===== src/rtl/puf_pkg.sv =====
// Shared types and constants for the RO-PUF challenge sequencer.
package puf_pkg;

  typedef enum logic [2:0] {
    StIdle    = 3'd0,
    StLoad    = 3'd1,
    StMeasure = 3'd2,
    StSettle  = 3'd3,
    StSample  = 3'd4,
    StDone    = 3'd5
  } state_e;

  // Taps for x^8+x^6+x^5+x^4+1: feedback is c[7]^c[5]^c[4]^c[3].
  localparam logic [7:0]  LFSR_TAPS     = 8'hB8;
  localparam logic [31:0] ENABLE_ALL    = 32'hFFFF_FFFF;
  localparam logic [7:0]  SEED_ZERO_SUB = 8'h01;

  function automatic logic [7:0] lfsr_next(input logic [7:0] c);
    return {c[6:0], ^(c & LFSR_TAPS)};
  endfunction

endpackage


===== src/rtl/lfsr_challenge_gen.sv =====
// Challenge register: loads the run seed or advances one Fibonacci LFSR step.
module lfsr_challenge_gen
  import puf_pkg::*;
(
  input  logic       clock,
  input  logic       reset,
  input  logic       load,
  input  logic       step,
  input  logic [7:0] seed,
  output logic [7:0] challenge
);

  logic [7:0] challenge_q, challenge_d;

  always_comb begin
    challenge_d = challenge_q;
    if (load) begin
      challenge_d = seed;
    end else if (step) begin
      challenge_d = lfsr_next(challenge_q);
    end
  end

  always_ff @(posedge clock or negedge reset) begin
    if (!reset) begin
      challenge_q <= 8'h00;
    end else begin
      challenge_q <= challenge_d;
    end
  end

  assign challenge = challenge_q;

endmodule


===== src/rtl/puf_challenge_sequencer.sv =====
// Sequences LFSR challenges through RO measurement windows and packs the
// synchronized arbiter bits into a response word with a valid/ready handoff.
module puf_challenge_sequencer
  import puf_pkg::*;
#(
  parameter int unsigned RESP_BITS     = 16,
  parameter int unsigned WINDOW_CYCLES = 1024,
  parameter int unsigned SETTLE_CYCLES = 4
) (
  input  logic                 clock,
  input  logic                 reset,
  input  logic                 start,
  input  logic [7:0]           seed,
  output logic [7:0]           challenge,
  output logic [31:0]          enable,
  input  logic                 race_arbiter_out,
  output logic [RESP_BITS-1:0] response,
  output logic                 resp_valid,
  input  logic                 resp_ready,
  output logic                 busy
);

  localparam int unsigned CntMax  = (WINDOW_CYCLES > SETTLE_CYCLES) ? WINDOW_CYCLES
                                                                    : SETTLE_CYCLES;
  localparam int unsigned CntW    = $clog2(CntMax) + 1;
  localparam int unsigned BitCntW = $clog2(RESP_BITS + 1);

  localparam logic [CntW-1:0]    WindowLoad = CntW'(WINDOW_CYCLES);
  localparam logic [CntW-1:0]    SettleLoad = CntW'(SETTLE_CYCLES);
  localparam logic [CntW-1:0]    CntOne     = CntW'(1);
  localparam logic [BitCntW-1:0] LastBit    = BitCntW'(RESP_BITS - 1);

  state_e               state_q, state_d;
  logic [CntW-1:0]      cnt_q, cnt_d;
  logic [BitCntW-1:0]   bit_cnt_q, bit_cnt_d;
  logic [7:0]           seed_q, seed_d;
  logic [RESP_BITS-1:0] resp_q, resp_d;
  logic [1:0]           sync_q;
  logic [RESP_BITS:0]   resp_shifted;
  logic                 lfsr_load, lfsr_step;

  // Shift through a one-wider vector so RESP_BITS == 1 needs no special case.
  assign resp_shifted = {resp_q, sync_q[1]};

  always_comb begin
    state_d    = state_q;
    cnt_d      = cnt_q;
    bit_cnt_d  = bit_cnt_q;
    seed_d     = seed_q;
    resp_d     = resp_q;
    lfsr_load  = 1'b0;
    lfsr_step  = 1'b0;
    enable     = '0;
    resp_valid = 1'b0;
    busy       = (state_q != StIdle);

    unique case (state_q)
      StIdle: begin
        if (start) begin
          seed_d    = (seed == 8'h00) ? SEED_ZERO_SUB : seed;
          resp_d    = '0;
          bit_cnt_d = '0;
          state_d   = StLoad;
        end
      end
      StLoad: begin
        if (bit_cnt_q == '0) begin
          lfsr_load = 1'b1;
        end else begin
          lfsr_step = 1'b1;
        end
        cnt_d   = WindowLoad;
        state_d = StMeasure;
      end
      StMeasure: begin
        enable = ENABLE_ALL;
        if (cnt_q == CntOne) begin
          cnt_d   = SettleLoad;
          state_d = StSettle;
        end else begin
          cnt_d = cnt_q - CntOne;
        end
      end
      StSettle: begin
        if (cnt_q == CntOne) begin
          state_d = StSample;
        end else begin
          cnt_d = cnt_q - CntOne;
        end
      end
      StSample: begin
        resp_d    = resp_shifted[RESP_BITS-1:0];
        bit_cnt_d = bit_cnt_q + BitCntW'(1);
        state_d   = (bit_cnt_q == LastBit) ? StDone : StLoad;
      end
      StDone: begin
        resp_valid = 1'b1;
        if (resp_ready) begin
          state_d = StIdle;
        end
      end
      default: state_d = StIdle;
    endcase
  end

  always_ff @(posedge clock or negedge reset) begin
    if (!reset) begin
      state_q   <= StIdle;
      cnt_q     <= '0;
      bit_cnt_q <= '0;
      seed_q    <= SEED_ZERO_SUB;
      resp_q    <= '0;
      sync_q    <= 2'b00;
    end else begin
      state_q   <= state_d;
      cnt_q     <= cnt_d;
      bit_cnt_q <= bit_cnt_d;
      seed_q    <= seed_d;
      resp_q    <= resp_d;
      sync_q    <= {sync_q[0], race_arbiter_out};
    end
  end

  lfsr_challenge_gen u_lfsr (
    .clock     (clock),
    .reset     (reset),
    .load      (lfsr_load),
    .step      (lfsr_step),
    .seed      (seed_q),
    .challenge (challenge)
  );

  assign response = resp_q;

endmodule

===== config.mk =====
export PLATFORM = sky130hd
export DESIGN_NAME = puf_challenge_sequencer
export DESIGN_NICKNAME = d
export VERILOG_FILES = /design/src/rtl/puf_pkg.sv /design/src/rtl/lfsr_challenge_gen.sv /design/src/rtl/puf_challenge_sequencer.sv
export SDC_FILE = /design/constraint.sdc
export NUM_CORES = 1
export LEC_CHECK = 0
export CORE_MARGIN = 8
export CORE_UTILIZATION = 51
export CTS_BUF_LIST = sky130_fd_sc_hd__clkbuf_2 sky130_fd_sc_hd__clkbuf_4 sky130_fd_sc_hd__clkbuf_8
export DETAILED_ROUTE_END_ITERATION = 10
export PLACE_DENSITY = 0.83
export SLEW_MARGIN = 5
export SYNTH_ARGS = -nofsm -noshare
export SYNTH_HDL_FRONTEND = slang
export SYNTH_SLANG_ARGS = --single-unit

===== constraint.sdc =====
create_clock -name clock -period 3.8 [get_ports clock]
set_input_delay 0.76 -clock clock [delete_from_list [all_inputs] [get_ports clock]]
set_output_delay 0.76 -clock clock [all_outputs]
set_load 0.01 [all_outputs]

### Yosys cells after proc, flatten, opt, wreduce, memory -nomap -nowiden

Cells that the tools add are included.

* multiplexer cells: 22
* equality and inequality tests: 12
* add/subtract/negate cells: 2
* reduce and logical (&&, ||, !) cells: 12

Operator list (count)
* one-hot mux 11 bit (3 select lines): 1
* two-way mux 32 bit: 1
* one-hot mux 16 bit (2 select lines): 1
* two-way mux 8 bit: 3
* two-way mux 11 bit: 2
* one-hot mux 3 bit (6 select lines): 1
* two-way mux 16 bit: 1
* two-way mux 3 bit: 5
* equality test 11 x 1 -> 1 bit, second input constant: 1
* subtractor 11 x 1 -> 11 bit, second input constant: 1
* != test 2 bit, second input constant: 5
* one-hot mux 5 bit (2 select lines): 1
* logical NOT 8 bit: 1
* XOR reduction 8 bit: 1
* equality test 3 x 2 -> 1 bit, second input constant: 2
* equality test 3 bit, second input constant: 2
* AND reduction 2 bit: 3
* nonzero test 3 bit: 2
* adder 5 x 1 -> 5 bit, second input constant: 1
* equality test 5 x 4 -> 1 bit, second input constant: 1
* logical NOT 5 bit: 1
* two-way mux 1 bit: 5
* two-way mux 5 bit: 1
* AND reduction 4 bit: 1
* other kinds (3): 4

* input bits: 13
* flip-flop bits (word level): 53
* word-level logic and storage cells: 55
* output and inout bits: 58

### Depth between registers and ports, before layout

Gate-level depths: netlist of run 1.

* word-level depth: 5
* mapped depth: 7

### Hierarchy

Synthesis of run 1 repeated with hierarchy kept, for this count alone.

* cell total of the unflattened synthesis: 289
* area total of the unflattened synthesis: 2787.7 µm²

By module, submodules not included
* puf_challenge_sequencer: cells each 251, sequential area each 1127.3 µm², area an instance 2387.3 µm², times used 1
* lfsr_challenge_gen: cells each 38, sequential area each 200.2 µm², area an instance 400.4 µm², times used 1

### Worst setup path after synthesis of run 1

OpenSTA, ideal clock, no wires.

* path kind: register to output
* from: reg state_q[2]
* to: out enable[10]
* stages on the path, launching flop included: 7
* arrival: 2.446 ns
* path slack: 0.594 ns
* cell sequence: dfrtp_1 > clkbuf_1 > inv_1 > clkbuf_1 > nand2_1 > nor2_1 > buf_4

* cells in the longest elaborated chain, start to end: 2

Ends and longest elaborated chain
* from (decl): RTL line puf_challenge_sequencer.sv:33 `state_e state_q, state_d;`
* from (signal assigned): RTL line puf_challenge_sequencer.sv:108 `state_q <= StIdle;`
* from (signal assigned): RTL line puf_challenge_sequencer.sv:115 `state_q <= state_d;`
* equality test 3 x 2 -> 1 bit: RTL line puf_challenge_sequencer.sv:57 `unique case (state_q)`
* two-way mux 32 bit: RTL line puf_challenge_sequencer.sv:57
* to (decl): RTL line puf_challenge_sequencer.sv:15 `output logic [31:0] enable,`

No other way between the ends.

### Final worst setup path of run 1

* from: reg state_q[2]
* to: out enable[4]

The elaborated chain is that of the path after synthesis.

==> flow_summary.yaml, run 1 <==
drt:
  wl_um: 5908
  ant_nets: 0
  wire_per_inst_um: 15.03
  drt_iter0_drc: 91
  viasPerCell: 5.369
  drc_errors: 0
  dr_total_vias: 2110
  drtPass1Iterations: 6
sta:
  setup_tns_ns: 0
  finClkSkew_ns: 0.006319
  finalHoldViolations: 0
  relSlewSlack: 0.2699
  fmax_mhz: 305.1
  fin_crit_sh: 0.8625
  setup_viol: 0
  worst_slew_pin_slew_ns: 1.086
  finalCriticalPeriod_ns: 3.278
  rsz0062_at_grt: "no"
  finalHoldWorstSlack_ns: 0.3760
  drv_slew: 0
worst_setup_path:
  start_kind: "flip-flop"
  crit_required_ns: 3.04
  worstSetupPathType: "flip-flop to primary output"
  crit_path_max_fanout: 22
  cp.arrival_ns: 2.52
  r2r_cells: 4
  endpoint_kind: "primary output"
run_status:
  status: "finished, final reports clean"
clock_network:
  cts_inserted_buffers: 5
  cts_hold_buf: 0
  cts_buffer_depth: 2
  cts_root_buf: "clkbuf_8"
  cts_resized: 0
  cts.reportedPaths.clkPinSlew_ns: 0.09
  htreeDepth: 2
  cts_setup_buffers: 0
  cts_tree: "built"
  cts.sinks: 53
  worstSkewPairLatency_ns: 0.30
global_routing:
  antenna_found_initial: 0
  gr-usage-all-layers: 0.1472
  grt_pass1_vias: 2131
  grt_max_degree: 36
  overflow: 0
  grt_pass1_wl_um: 10250
yosys:
  syn-instance-count: 285
  ys_types: 45
  syn-mean-instance-area_um2: 9.790
  synth_edf_count: 0
  synth_seq_cells: 53
  netlist_area_um2: 2790
  synth_flop_cell: "dfrtp_1"
  postSynth.asyncResetShare: 1.000
  yosysWarnings: 0
  syn_nets: 303
  ys_seq_area_frac: 0.4758
flow_run:
  drv_cap: 0
placed_design:
  place_hpwl_um: 4278
  gp_congestion: 0.8327
  numPortBuffers: 70
final_layout:
  final_cell_mix: "clkdlybuf4s50_1, dfrtp_1, nand2_1"
  synthToLayoutAreaGrowth_pct: 23.90
  fillers: 426
  final_common_cell: "clkdlybuf4s50_1"
  drive_gt1_frac: 0.1153
  nets: 338
  antenna_cells: 0
hold_path:
  hp-class: "flip-flop to flip-flop"
  min_path_cells: 0
power_and_ir_drop:
  switching_power_uw: 199.2
  power.leakage_nw: 1.468
  comb_power_share: 0.031
  p_clk_frac: 0.396
  p_seq_frac: 0.573
  p_per_area_nw_per_um2: 288.8
  swShare: 0.1995
  worst_ir_drop_vdd_mv: 0.1966
  p_int_uw: 799.2
floorplan:
  dieArea_um2: 8094
  dieWidth_um: 89.97
  die_h_um: 89.97
  core_area_um2: 5405
  num_rows: 27
  io_pins: 71
  start_util: 0.5162
worst paths after layout:
kind	startpoint	end	slack [ns]
max	state_q[2]	enable[4]	0.52
min	sync_q[0]	sync_q[1]	0.38
max reg2reg	cnt_q[5]	cnt_q[0]	1.27
min reg2reg	sync_q[0]	sync_q[1]	0.38
max in group asynchronous	reset	seed_q[0]	2.50
min in group asynchronous	reset	cnt_q[10]	0.51
stage by stage:
step	utilization	std cells	worst slack [ns]	power [mW]	area, um^2
finish	0.6396	393	0.5225	0.9984	3457
global route	0.6396	393	0.3113	1.035	3457
CTS	0.6396	393	0.4700	1.009	3457
detailed placement	0.6174	385	0.8033	0.6156	3337
global placement	0.6174	385	0.9170	0.6148	3337
floorplan	-	285	0.5944	0.5884	2790
kinds of logic after synthesis:
logic type	synth area share
AND/OR/NAND/NOR	0.1740
AO/OA/AOI/OAI	0.1327
buffers and inverters	0.1179
flip-flops	0.4758
multiplexers	0.06144
XOR/XNOR	0.01569
adder cells (fa/ha/maj)	0.02242
flip-flops by register name, summed over array words and instances (netlist names):
signal,cells
u_lfsr.challenge,8
seed_q,8
bit_cnt_q,5
sync_q,2
state_q,3
cnt_q,11
response,16
layer usage:
layer,vias to the layer above,global-route usage,wire length [um]
li1,1031,-,-
met1,1004,0.1760,2620
met2,68,0.2454,2835
met3,7,0.04655,386
met4,0,0.04716,65
met5,-,0,0
power by group through the flow:
stage                     Combinational, mW  Sequential [mW]  Clock, mW
after floorplan                     0.00575            0.583          0
after global placement               0.0314            0.583          0
after detailed placement             0.0319            0.584          0
after CTS                            0.0319            0.573      0.405
after global routing                 0.0349            0.573      0.427
final                                0.0305            0.572      0.395
cell type report:
type / instances / area, um^2 / share of cell area
timing repair buffer: 76 / 740.7 / 0.2143
sequential: 53 / 1328 / 0.3840
clock inverter: 2 / 37.54 / 0.01086
tap: 72 / 90.09 / 0.02606
clock buffer: 6 / 82.58 / 0.02389
multi-input combinational: 178 / 1156 / 0.3344
inverter: 6 / 22.52 / 0.006515
critical path: stages (launching register included):
cell             delay, ns
dfrtp_1               0.51
inv_1                 0.31
nand2_1               0.19
nor2_2                0.35
buf_4                 0.29
clkdlybuf4s50_1       0.58
synthesized netlist by cell type (6+ instances only):
cell type | number | area [um^2]
mux2i_1 | 7 | 70.07
mux2_2 | 9 | 101.4
a22oi_1 | 7 | 52.55
buf_4 | 31 | 232.7
nand2_1 | 40 | 150.1
o21ai_0 | 23 | 115.1
clkbuf_1 | 13 | 48.80
nor2_1 | 21 | 78.83
inv_1 | 6 | 22.52
or4_1 | 7 | 52.55
dfrtp_1 | 52 | 1301
a21oi_1 | 9 | 45.04
Power figures use the tool's default switching activity.
==> inputs of run 2 (changes only) <==
--- a/config.mk
+++ b/config.mk
@@ -5,7 +5,6 @@
 export SDC_FILE = /design/constraint.sdc
 export NUM_CORES = 1
 export LEC_CHECK = 0
-export CORE_MARGIN = 8
 export CORE_UTILIZATION = 51
 export CTS_BUF_LIST = sky130_fd_sc_hd__clkbuf_2 sky130_fd_sc_hd__clkbuf_4 sky130_fd_sc_hd__clkbuf_8
 export DETAILED_ROUTE_END_ITERATION = 10
==> run 2 against run 1 <==
  * Sequential share of layout area grew 0.45 points
  * Routed wire length shrank 7.0%
  * Cell count shrank 0.76%
  * Sequential power is essentially flat
  * Critical path type unchanged
  * Critical endpoint is now enable[21]
==> flow_summary.yaml, run 2 (synthesis gave the netlist of run 1 again) <==
sta:
  setup_viol: 0
  relSlewSlack: 0.3082
  rsz0062_at_grt: "no"
  fmax_mhz: 328.1
  drv_slew: 0
  finalCriticalPeriod_ns: 3.048
  fin_crit_sh: 0.8020
  setup_tns_ns: 0
  worst_slew_pin_slew_ns: 1.029
  finalHoldViolations: 0
  finClkSkew_ns: 0.01019
drt:
  wl_um: 5497
  dr_total_vias: 2070
  drtPass1Iterations: 5
  drc_errors: 0
  viasPerCell: 5.308
  wire_per_inst_um: 14.09
  ant_nets: 0
  drt_iter0_drc: 91
floorplan:
  num_rows: 26
  dieArea_um2: 5771
  start_util: 0.5394
  core_area_um2: 5172
  dieWidth_um: 75.97
  io_pins: 71
  die_h_um: 75.97
clock_network:
  cts_setup_buffers: 0
  cts_resized: 0
  htreeDepth: 2
  cts.sinks: 53
  worstSkewPairLatency_ns: 0.31
  cts_tree: "built"
  cts_hold_buf: 0
  cts_root_buf: "clkbuf_8"
  cts_buffer_depth: 2
  cts.reportedPaths.clkPinSlew_ns: 0.09
  cts_inserted_buffers: 5
power_and_ir_drop:
  p_int_uw: 723.5
  p_clk_frac: 0.348
  swShare: 0.2188
  switching_power_uw: 202.6
  p_seq_frac: 0.618
  worst_ir_drop_vdd_mv: 0.2888
  comb_power_share: 0.034
  power.leakage_nw: 1.449
  p_per_area_nw_per_um2: 271.0
placed_design:
  place_hpwl_um: 3896
  numPortBuffers: 70
  gp_congestion: 0.7932
worst_setup_path:
  r2r_setup_slack_ns: 1.28
  cp-endpoint: "enable[21]"
  start_kind: "flip-flop"
  worstSetupPathType: "flip-flop to primary output"
  crit_required_ns: 3.04
  crit_path_max_fanout: 32
  r2r-end: "cnt_q[1]"
  crit_start: "state_q[2]"
  rr_startpoint: "cnt_q[5]"
  endpoint_kind: "primary output"
  cp.arrival_ns: 2.29
  r2r_cells: 4
final_layout:
  fillers: 399
  drive_gt1_frac: 0.1094
  synthToLayoutAreaGrowth_pct: 22.47
  nets: 337
  antenna_cells: 0
  final_common_cell: "clkdlybuf4s50_1"
  largest_register_ffs: 16
  final_core_util: 0.6606
  final_cell_mix: "clkdlybuf4s50_1, dfrtp_1, nand2_1"
global_routing:
  gr-usage-all-layers: 0.2002
  grt_pass1_vias: 1979
  antenna_found_initial: 0
  overflow: 0
  grt_max_degree: 33
  grt_pass1_wl_um: 9390
flow_run:
  drv_cap: 0
run_status:
  status: "finished, final reports clean"
hold_path:
  hp-class: "flip-flop to flip-flop"
## run 2: power by group through the flow
| stage | clock, mW | combinational [mW] | sequential [mW] |
|---|---|---|---|
| global placement | 0 | 0.0317 | 0.584 |
| CTS | 0.328 | 0.0322 | 0.573 |
| finish | 0.322 | 0.0312 | 0.573 |
| floorplan | 0 | 0.00575 | 0.583 |
| global route | 0.347 | 0.0355 | 0.573 |
| detailed placement | 0 | 0.0323 | 0.584 |
## run 2: worst max-delay path, cell delays in order, from the launching register on
cell and delay (ns):
dfrtp_1 0.50, inv_1 0.30, nand2_1 0.18, nor2_1 0.13
buf_4 0.28, clkdlybuf4s50_1 0.60
## run 2: layout make-up
type                       instances  area [um^2]  area share
clock inverter                     2        16.27    0.004760
sequential                        53         1328      0.3885
timing repair buffer              75        733.2      0.2146
tap                               70        87.58     0.02563
inverter                           6        22.52    0.006591
clock buffer                       6        76.32     0.02234
multi-input combinational        178         1154      0.3376
## run 2: how the worst min path moves through the flow
stage / depth (start not counted) / startpoint / to / slack, ns
after floorplan: 0 / sync_q[0] / sync_q[1] / 0.33
after global placement: 0 / sync_q[0] / sync_q[1] / 0.33
after detailed placement: 0 / sync_q[0] / sync_q[1] / 0.33
after CTS: 0 / sync_q[0] / sync_q[1] / 0.36
after global routing: 0 / sync_q[0] / sync_q[1] / 0.37
final: 0 / sync_q[0] / sync_q[1] / 0.36
## run 2: metrics by stage
stage	setup WS (ns)	hold slack [ns]	instance area, um^2	power (mW)	std cells
detailed placement	1.093	0.3347	3324	0.6161	382
CTS	0.7394	0.3571	3417	0.9328	390
floorplan	0.5944	0.3312	2790	0.5884	285
finish	0.7524	0.3566	3417	0.9261	390
global placement	1.131	0.3337	3324	0.6154	382
global route	0.5723	0.3719	3417	0.9560	390
## run 2: routing by layer
metal / wire length [um] / global-route usage / share of wire
met5: 0 / 0 / 0
met2: 2719 / 0.3345 / 0.49
met1: 2496 / 0.2636 / 0.45
met4: 74 / 0.06346 / 0.013
met3: 207 / 0.03735 / 0.038
==> inputs of run 3 (changes only) <==
==> constraint.sdc (replaced) <==
create_clock -name clock -period 3.16 [get_ports clock]
set_input_delay 0.632 -clock clock [delete_from_list [all_inputs] [get_ports clock]]
set_output_delay 0.632 -clock clock [all_outputs]
set_load 0.01 [all_outputs]
==> run 3 against run 2 <==
  * Sequential power increased by 20%
  * Non-clock buffer count up 3
  * Core utilization is 0.92 points higher
  * Total power rose by 30%
  * Die area is the same
  * Global-route usage shrank 0.068 points
  * Sequential share of layout area fell by 0.53 points
  * Cell count grew 0.77%
  * Design area is 1.4% higher
  * Routed wire length is 0.11% higher
  * Via count increased by 0.43%
  * Combinational power is 21% higher
  * Critical endpoint is now enable[30]
  * Highest routed layer unchanged
==> flow_summary.yaml, run 3 (synthesis gave the netlist of run 1 again) <==
run_status:
  status: "finished, final reports clean"
floorplan:
  dieArea_um2: 5771
  core_area_um2: 5172
  num_rows: 26
  start_util: 0.5394
  io_pins: 71
  die_h_um: 75.97
  dieWidth_um: 75.97
worst_setup_path:
  crit_path_max_incr_delay_ns: 0.59
  r2r_setup_slack_ns: 0.92
  cp.arrival_ns: 2.29
  cp_slowest_cell: "clkdlybuf4s50_1"
  worstSetupPathType: "flip-flop to primary output"
  crit_required_ns: 2.53
  worstPathCellList: "inv_1 > nand2_1 > nor2_1 > buf_4 > clkdlybuf4s50_1"
  endpoint_kind: "primary output"
  start_kind: "flip-flop"
  crit_path_max_fanout: 32
drt:
  drtPass1Iterations: 4
  drt_iter0_drc: 124
  viasPerCell: 5.290
  ant_nets: 0
  wire_per_inst_um: 14.00
  dr_total_vias: 2079
  drc_errors: 0
  wl_um: 5503
clock_network:
  htreeDepth: 2
  cts_buffer_depth: 2
  cts_setup_buffers: 0
  worstSkewPairLatency_ns: 0.31
  cts.sinks: 53
  cts_inserted_buffers: 5
  cts_tree: "built"
  cts_resized: 0
  cts_root_buf: "clkbuf_8"
  cts.reportedPaths.clkPinSlew_ns: 0.10
  cts_hold_buf: 0
placed_design:
  gp_congestion: 0.8231
  place_hpwl_um: 3933
  numPortBuffers: 70
  placed_area_um2: 3347
  pre_cts_slack_ns: 0.5888
final_layout:
  fillers: 395
  synthToLayoutAreaGrowth_pct: 24.17
  area.sequential_um2: 1328
  multi_input_area_um2: 1154
  nets: 340
  largest_register_ffs: 16
  antenna_cells: 0
  drive_gt1_frac: 0.1176
  fin_area_um2: 3465
  final_cell_mix: "clkdlybuf4s50_1, dfrtp_1, nand2_1"
  final_common_cell: "clkdlybuf4s50_1"
global_routing:
  overflow: 0
  grt_pass1_vias: 2033
  gr-usage-all-layers: 0.1995
  grt_max_degree: 33
  antenna_found_initial: 0
  grt_pass1_wl_um: 9411
sta:
  finClkSkew_ns: 0.007485
  rsz0062_at_grt: "no"
  worst_slew_pin_slew_ns: 0.9461
  finalHoldWorstSlack_ns: 0.3077
  setup_tns_ns: 0
  drv_slew: 0
  finalCriticalPeriod_ns: 2.925
  worst_slack_ns: 0.2353
  relSlewSlack: 0.3626
  setup_viol: 0
  finalHoldViolations: 0
  fin_crit_sh: 0.9255
  fmax_mhz: 341.9
flow_run:
  drv_cap: 0
power_and_ir_drop:
  worst_ir_drop_vdd_mv: 0.2938
  power.leakage_nw: 1.476
  power_mw: 1.206
  p_per_area_nw_per_um2: 348.1
hold_path:
  hp-class: "input pin to asynchronous set/reset pin"
==> run 3: layer usage <==
metal / global-route usage / part of all wire
met5: 0 / 0
met4: 0.04615 / 0.0055
met3: 0.04217 / 0.040
met2: 0.3527 / 0.51
met1: 0.2496 / 0.45
==> run 3: area by class of cell <==
cell class                 count  share of cell area
multi-input combinational    178              0.3330
clock buffer                   5             0.01986
clock inverter                 3             0.01408
timing repair buffer          78              0.2181
sequential                    53              0.3832
inverter                       6            0.006501
tap                           70             0.02528
==> run 3: power breakdown <==
part | switching (mW) | total [mW] | internal [mW] | leakage [nW]
clock network | 0.238 | 0.480 | 0.242 | 0.0563
registers | 0.00370 | 0.689 | 0.685 | 0.597
logic | 0.0190 | 0.0376 | 0.0186 | 0.822
total | 0.261 | 1.21 | 0.945 | 1.48
==> run 3: per-stage QoR <==
stage,util,instances
after global placement,0.6471,385
after CTS,0.6698,393
final,0.6698,393
after global routing,0.6698,393
after floorplan,-,285
after detailed placement,0.6471,385
==> run 3: critical path: cells and delay by family, from the launching register on <==
kind                   cells  cell delay (ns)
AND/OR/NAND/NOR            2             0.31
flip-flops                 1             0.51
buffers and inverters      3             1.17
==> run 3: worst paths after layout <==
kind / cells past startpoint / from / endpoint
setup / recovery: 5 / state_q[2] / enable[30]
min in group clock: 0 / sync_q[0] / sync_q[1]
hold reg to reg: 0 / sync_q[0] / sync_q[1]
setup reg to reg: 4 / cnt_q[5] / cnt_q[3]
max in group asynchronous: 2 / reset / cnt_q[10]
hold / removal: 1 / reset / response[14]
